===== config.mk =====
export PLATFORM = sky130hd
export DESIGN_NAME = internal_node_loader_flat
export DESIGN_NICKNAME = d
export VERILOG_FILES = /design/src/rtl/internal_node_loader_if.sv /design/src/rtl/internal_node_loader.sv /design/src/flat_wrapper.sv
export SDC_FILE = /design/constraint.sdc
export NUM_CORES = 1
export LEC_CHECK = 0
export ABC_CLOCK_PERIOD_IN_PS = 9700
export BUFFER_PORTS_ARGS = -buffer_cell sky130_fd_sc_hd__buf_4
export CORE_ASPECT_RATIO = 0.6
export CORE_MARGIN = 1
export CORE_UTILIZATION = 50
export CTS_CLUSTER_SIZE = 30
export DETAILED_ROUTE_END_ITERATION = 10
export GPL_ROUTABILITY_DRIVEN = 0
export PLACE_DENSITY = 0.71
export SLEW_MARGIN = 20
export SYNTH_ARGS = -nofsm -noshare
export SYNTH_HDL_FRONTEND = slang
export SYNTH_SLANG_ARGS = --single-unit

===== constraint.sdc =====
create_clock -name i_clk -period 9.7 [get_ports i_clk]
set_input_delay 0.485 -clock i_clk [delete_from_list [all_inputs] [get_ports i_clk]]
set_output_delay 0.485 -clock i_clk [all_outputs]
set_load 0.005 [all_outputs]

===== src/rtl/internal_node_loader_if.sv =====
// Host half-word input and node-word output bundle of the internal-node loader.
// The loader sits on the slave side; the host/tree side uses master.
interface internal_node_loader_if #(
  parameter int INTERNAL_WIDTH = 22
);
  localparam int HALF_WIDTH = INTERNAL_WIDTH / 2;

  logic                      in_valid;
  logic                      in_ready;
  logic [HALF_WIDTH:0]       in_data;
  logic                      sender_enable;
  logic [INTERNAL_WIDTH-1:0] sender_data;

  modport master (
    output in_valid,
    output in_data,
    input  in_ready,
    input  sender_enable,
    input  sender_data
  );

  modport slave (
    input  in_valid,
    input  in_data,
    output in_ready,
    output sender_enable,
    output sender_data
  );
endinterface


===== src/rtl/internal_node_loader.sv =====
// Assembles {high,low} half-words into KD-tree internal-node words, buffers them
// in a small FIFO and streams them to the tree one per cycle while fsm_enable is high.
module internal_node_loader #(
  parameter int INTERNAL_WIDTH = 22,
  parameter int NUM_NODES      = 63,
  parameter int FIFO_DEPTH     = 4,
  parameter int COUNT_WIDTH    = 6
) (
  input  logic                   i_clk,
  input  logic                   i_rst,
  input  logic                   i_start,
  input  logic                   i_fsm_enable,
  internal_node_loader_if.slave  io_bus,
  output logic [COUNT_WIDTH-1:0] o_sent_count,
  output logic                   o_busy,
  output logic                   o_done,
  output logic                   o_error
);
  localparam int HALF_WIDTH = INTERNAL_WIDTH / 2;
  localparam int PTR_W      = $clog2(FIFO_DEPTH);
  localparam int CNT_W      = PTR_W + 1;
  localparam logic [COUNT_WIDTH-1:0] NODES_C = COUNT_WIDTH'(NUM_NODES);
  localparam logic [CNT_W-1:0]       DEPTH_C = CNT_W'(FIFO_DEPTH);

  typedef enum logic [1:0] {S_IDLE, S_STREAM, S_DRAIN, S_DONE} state_t;

  state_t                    r_state;
  logic [INTERNAL_WIDTH-1:0] r_mem [FIFO_DEPTH];
  logic [PTR_W-1:0]          r_wr_ptr;
  logic [PTR_W-1:0]          r_rd_ptr;
  logic [CNT_W-1:0]          r_count;
  logic [HALF_WIDTH-1:0]     r_lo;
  logic                      r_lo_valid;
  logic [COUNT_WIDTH-1:0]    r_accepted;
  logic [COUNT_WIDTH-1:0]    r_sent;
  logic                      r_error;

  logic                  w_busy;
  logic                  w_empty;
  logic                  w_full;
  logic                  w_in_ready;
  logic                  w_accept;
  logic                  w_is_high;
  logic [HALF_WIDTH-1:0] w_payload;
  logic                  w_push;
  logic                  w_send;

  assign w_busy     = (r_state == S_STREAM) || (r_state == S_DRAIN);
  assign w_empty    = (r_count == '0);
  assign w_full     = (r_count == DEPTH_C);
  // Fullness is the pre-pop count, so a pop in this cycle never opens the input early.
  assign w_in_ready = (r_state == S_STREAM) && !w_full && (r_accepted < NODES_C);
  assign w_accept   = io_bus.in_valid && w_in_ready && !i_start;
  assign w_is_high  = io_bus.in_data[HALF_WIDTH];
  assign w_payload  = io_bus.in_data[HALF_WIDTH-1:0];
  assign w_push     = w_accept && w_is_high && r_lo_valid;
  assign w_send     = w_busy && i_fsm_enable && !w_empty;

  assign io_bus.in_ready      = w_in_ready;
  assign io_bus.sender_enable = w_send;
  assign io_bus.sender_data   = w_empty ? '0 : r_mem[r_rd_ptr];

  assign o_sent_count = r_sent;
  assign o_busy       = w_busy;
  assign o_done       = (r_state == S_DONE);
  assign o_error      = r_error;

  always_ff @(posedge i_clk or posedge i_rst) begin
    if (i_rst) begin
      r_state    <= S_IDLE;
      r_wr_ptr   <= '0;
      r_rd_ptr   <= '0;
      r_count    <= '0;
      r_lo       <= '0;
      r_lo_valid <= 1'b0;
      r_accepted <= '0;
      r_sent     <= '0;
      r_error    <= 1'b0;
      for (int i = 0; i < FIFO_DEPTH; i++) begin
        r_mem[i] <= '0;
      end
    end else if (i_start) begin
      // start wins over every other event: flush and restart the load
      r_state    <= S_STREAM;
      r_wr_ptr   <= '0;
      r_rd_ptr   <= '0;
      r_count    <= '0;
      r_lo_valid <= 1'b0;
      r_accepted <= '0;
      r_sent     <= '0;
      r_error    <= 1'b0;
    end else begin
      if (w_accept) begin
        if (!w_is_high) begin
          r_lo       <= w_payload;
          r_lo_valid <= 1'b1;
          if (r_lo_valid) begin
            r_error <= 1'b1;
          end
        end else if (r_lo_valid) begin
          r_lo_valid <= 1'b0;
          r_accepted <= r_accepted + 1'b1;
        end else begin
          r_error <= 1'b1;
        end
      end

      if (w_push) begin
        r_mem[r_wr_ptr] <= {w_payload, r_lo};
        r_wr_ptr        <= r_wr_ptr + 1'b1;
      end

      if (w_send) begin
        r_rd_ptr <= r_rd_ptr + 1'b1;
        if (r_sent != NODES_C) begin
          r_sent <= r_sent + 1'b1;
        end
      end

      case ({w_push, w_send})
        2'b10:   r_count <= r_count + 1'b1;
        2'b01:   r_count <= r_count - 1'b1;
        default: r_count <= r_count;
      endcase

      case (r_state)
        S_STREAM: if (r_accepted == NODES_C) r_state <= S_DRAIN;
        S_DRAIN:  if (r_sent == NODES_C)     r_state <= S_DONE;
        default:  r_state <= r_state;
      endcase
    end
  end
endmodule


===== src/flat_wrapper.sv =====
// flat-port wrapper written by rule: the top's interface ports become plain ports
module internal_node_loader_flat 
#(
  parameter int INTERNAL_WIDTH = 22,
  parameter int NUM_NODES      = 63,
  parameter int FIFO_DEPTH     = 4,
  parameter int COUNT_WIDTH    = 6
)
  (i_clk, i_rst, i_start, i_fsm_enable, o_sent_count, o_busy, o_done, o_error, io_bus_in_valid, io_bus_in_data, io_bus_in_ready, io_bus_sender_enable, io_bus_sender_data);
  internal_node_loader_if #(.INTERNAL_WIDTH(INTERNAL_WIDTH)) io_bus_i ();
  input  logic i_clk;
  input  logic i_rst;
  input  logic i_start;
  input  logic i_fsm_enable;
  output logic [COUNT_WIDTH-1:0] o_sent_count;
  output logic o_busy;
  output logic o_done;
  output logic o_error;
  input wire logic [$bits(io_bus_i.in_valid)-1:0] io_bus_in_valid;
  input wire logic [$bits(io_bus_i.in_data)-1:0] io_bus_in_data;
  output wire logic [$bits(io_bus_i.in_ready)-1:0] io_bus_in_ready;
  output wire logic [$bits(io_bus_i.sender_enable)-1:0] io_bus_sender_enable;
  output wire logic [$bits(io_bus_i.sender_data)-1:0] io_bus_sender_data;
  assign io_bus_i.in_valid = io_bus_in_valid;
  assign io_bus_i.in_data = io_bus_in_data;
  assign io_bus_in_ready = io_bus_i.in_ready;
  assign io_bus_sender_enable = io_bus_i.sender_enable;
  assign io_bus_sender_data = io_bus_i.sender_data;
  internal_node_loader #(.INTERNAL_WIDTH(INTERNAL_WIDTH), .NUM_NODES(NUM_NODES), .FIFO_DEPTH(FIFO_DEPTH), .COUNT_WIDTH(COUNT_WIDTH)) u_core (.i_clk(i_clk), .i_rst(i_rst), .i_start(i_start), .i_fsm_enable(i_fsm_enable), .io_bus(io_bus_i), .o_sent_count(o_sent_count), .o_busy(o_busy), .o_done(o_done), .o_error(o_error));
endmodule

==> results.txt <==
----------------------------------------------------
[Floorplanning]
  Die width ... 141 microns
  Effective utilization at floorplan ... 52.9%
  Die Span Y ... 85.1 microns
  Area of the die ... 12,000 sq um
  Core box area ... 10,900 sq um
  Number of I/O pins ... 50
  Site Rows ... 29

[Final layout]
  Total non-filler cell area in the finished layout ... 6750 sq um
  Area occupied by multi-input gates ... 2570 sq um
  Final net count ... 477
  Number of fill cells ... 817
  Diodes inserted ... 0
  Signed area change from the synthesized netlist to the final layout ... 17.2%
  Layout cell share with drive strength beyond 1 ... 41.4%
  Sequential cell area ... 3050 sq um

[CTS]
  CTS root buf ... sky130_fd_sc_hd__clkbuf_16
  Hold_buf cts ... 0
  Number of cells upsized or downsized after cts ... 0
  Maximum level of the CTS H-tree ... 4
  Max clock buf depth ... 2
  Clock slew at the register clock pins of the worst setup and hold paths ... 50 ps
  TritonCTS Sinks ... 122
  Clock tree from TritonCTS ... built
  Clock latency on the worst-skew pair ... 410 ps
  Number of buffers created by CTS ... 17
  Setup Buffers After CTS ... 0

[Power and ir drop]
  Leakage ... 3.32 nW
  Switching Power ... 363 uW
  Internal cell power ... 1.06 mW
  Clock power share ... 38.5%
  Power per standard cell area ... 211 nW/um^2
  Switching share of power ... 25.5%
  Combinational fraction of design power ... 17.9%
  Maximum VDD drop ... 127 uV
  Relative contribution of sequential cells to total power ... 43.6%

[STA]
  RSZ-0062 raised after global routing ... false
  Max-slew violation count ... 0
  Sum Neg Setup Slack ... 0 ps
  Number of hold-slack violations in the final timing report ... 0
  Normalized max-slew margin ... 24.3%
  Min Clock Period, post-route ... 3280 ps
  Achievable frequency ... 305 MHz
  Least-Margin Pin Slew ... 1130 ps
  Maximum clock skew at final layout ... 7.52 ps
  Number of setup violations in the final report ... 0
  Final worst path period share ... 33.8%

[Place]
  Port bufs ... 49
  Dpl hpwl ... 7.50 mm
  Placed cell areas ... 6240 sq um

[Flow run]
  Max-cap violations ... 0

[Synth]
  Syn avg cell area ... 14.5 sq um
  Synth top area share ... 53.0%
  Summed instance area of the synthesized netlist ... 5760 sq um
  Synthesis-stage register bit count ... 122
  Sequential element share of the synthesized area ... 53.0%
  Net count after synthesis ... 424
  Post-synthesis instance total ... 397
  Library cells used by synthesis ... 41
  Dominant cell type by area after synthesis ... sky130_fd_sc_hd__dfrtp_1
  Main flop type after synthesis ... sky130_fd_sc_hd__dfrtp_1
  Most area-consuming cells after synthesis ... sky130_fd_sc_hd__dfrtp_1, sky130_fd_sc_hd__mux2_2, sky130_fd_sc_hd__mux4_2
  Share of synthesized flip-flops with an asynchronous set or reset ... 100%
  Number of synthesis warnings ... 0
  Number of synthesized flops with an enable pin ... 0

[Setup path]
  Kind of cell adding the most delay to the critical path ... simple AND/OR/NAND/NOR gates
  Category of the worst setup path capture point ... flop
  Biggest cell delay along the critical path ... 820 ps
  CP Class ... reg2reg
  Buf+Inv Stages, Crit Path ... 0
  Required time reported for the critical path endpoint ... 9990 ps
  Arrival time at the worst endpoint ... 3560 ps
  Worst path cell trace ... ha_1 > and2_4 > a211oi_4 > and4bb_1 > nand2_1 > mux2_1
  Max stage delay cell, worst path ... sky130_fd_sc_hd__nand2_1
  Kind of launch point of the worst setup path ... flop
  Critical-path maximum fanout ... 22

[GRT]
  Via count of the first global-routing pass ... 3,662
  Largest net degree at the start of global routing ... 66
  Global-route wire length before repair ... 19.9 mm
  Total global-route track usage ... 22.3%
  GRT Residual Overflow ... 0
  Number of antenna violations at the first check in global routing ... 0

[Routing]
  Overall routed net length ... 11.8 mm
  Number of DRC markers in iteration 0 ... 174
  DRC violations left ... 0
  WL/cell ... 19.6 microns
  Total number of vias ... 3,377
  Number of detailed-routing iterations run before antenna repair ... 4
  Number of antenna-violating nets in the routed design ... 0
  Via-per-instance ratio ... 5.63

[Hold path]
  Type of the most critical hold path ... in2async

[Status]
  Outcome ... completed

----------------------------------------------------
power groups by stage:
stage | sequential, mW | combinational (mW) | clock, mW
after floorplan | 0.605 | 0.182 | 0
after global placement | 0.621 | 0.247 | 0
after detailed placement | 0.627 | 0.255 | 0
after CTS | 0.619 | 0.258 | 0.559
after global routing | 0.630 | 0.277 | 0.585
final | 0.619 | 0.255 | 0.547
worst paths after layout:
kind,from,to,slack (ps),cells past startpoint
max,u_core.r_accepted[0]$_DFFE_PP0P_,u_core.r_mem[40]$_DFFE_PP0P_,6420,6
min reg2reg,u_core.r_mem[81]$_DFFE_PP0P_,u_core.r_mem[81]$_DFFE_PP0P_,480,1
min,i_rst,u_core.r_mem[86]$_DFFE_PP0P_,200,2
min in group i_clk,io_bus_in_data[7],u_core.r_mem[40]$_DFFE_PP0P_,330,2
max in group asynchronous,i_rst,u_core.r_mem[14]$_DFFE_PP0P_,8190,3
max reg2reg,u_core.r_accepted[0]$_DFFE_PP0P_,u_core.r_mem[40]$_DFFE_PP0P_,6420,6
layout by cell type (no fill, tap or decap), drive strengths merged:
| cell type | n |
|---|---|
| dfrtp | 122 |
| mux2 | 101 |
| buf | 55 |
| clkbuf | 27 |
| nor2b | 23 |
| mux4 | 22 |
| nor2 | 19 |
| nand2 | 13 |
| xor2 | 10 |
| ha | 9 |
| inv | 8 |
| nand4 | 5 |
| and2 | 5 |
| and3 | 5 |
| a21oi | 4 |
| nand3 | 4 |
| clkinv | 4 |
| o21ai | 3 |
| a211oi | 3 |
| nor3 | 2 |
| xnor2 | 2 |
| mux2i | 2 |
| a22o | 2 |
| a31oi | 2 |
| nor3b | 1 |
| and4bb | 1 |
| nand2b | 1 |
| or2 | 1 |
| xnor3 | 1 |
| o311ai | 1 |
| a31o | 1 |
| o2111ai | 1 |
| fa | 1 |
cell usage after synthesis, types with 3 or more instances:
master and n:
sky130_fd_sc_hd__dfrtp_1 122, sky130_fd_sc_hd__mux2_2 60, sky130_fd_sc_hd__nor2b_1 23, sky130_fd_sc_hd__mux4_2 22, sky130_fd_sc_hd__mux2_1 21, sky130_fd_sc_hd__mux2_4 20
sky130_fd_sc_hd__nor2_1 19, sky130_fd_sc_hd__nand2_1 12, sky130_fd_sc_hd__xor2_1 10, sky130_fd_sc_hd__ha_1 9, sky130_fd_sc_hd__buf_2 8, sky130_fd_sc_hd__clkbuf_1 8
sky130_fd_sc_hd__inv_1 8, sky130_fd_sc_hd__nand4_1 5, sky130_fd_sc_hd__a21oi_1 4, sky130_fd_sc_hd__and2_1 4, sky130_fd_sc_hd__and3_1 4, sky130_fd_sc_hd__nand3_1 4
sky130_fd_sc_hd__buf_6 3, sky130_fd_sc_hd__o21ai_0 3
flip-flops by register name, indices dropped and copies added, names as in the netlist, 2 cells and up:
register             count
u_core.r_accepted        6
u_core.r_count           3
u_core.o_sent_count      6
u_core.r_mem            88
u_core.r_rd_ptr          2
u_core.r_state           2
u_core.r_lo             11
u_core.r_wr_ptr          2
per-layer routing:
| metal | track usage [%] | up-vias | wire length, microns |
|---|---|---|---|
| li1 | - | 1535 | - |
| met2 | 34.0 | 77 | 5320 |
| met4 | 6.42 | 0 | 140 |
| met5 | 0 | - | 0 |
| met1 | 32.0 | 1748 | 5780 |
| met3 | 5.76 | 17 | 544 |
cells by family after synthesis:
logic type	synth area share [%]
flops	53.0
compound gates	2.19
xor+xnor	2.22
simple gates	7.65
buf+inv	2.65
mux	30.0
fa+ha+maj	2.30
metrics by stage:
stage	cells	hold WS, ps	power (mW)	utilization, %	setup WS (ps)
detailed placement	570	474	0.882	57.3	6440
finish	600	195	1.42	62.0	6420
floorplan	397	453	0.787	-	5970
global placement	570	463	0.869	57.3	6610
CTS	600	232	1.44	62.0	6410
global route	600	262	1.49	62.0	6260
final cells by class:
| cell class | instances | share of cell area (%) |
|---|---|---|
| sequential | 122 | 45.2 |
| timing repair buffer | 55 | 6.12 |
| clock inverter | 3 | 0.222 |
| tap | 139 | 2.58 |
| multi-input combinational | 245 | 38.0 |
| inverter | 9 | 0.537 |
| clock buffer | 27 | 7.30 |
Power figures use the tool's default switching activity.
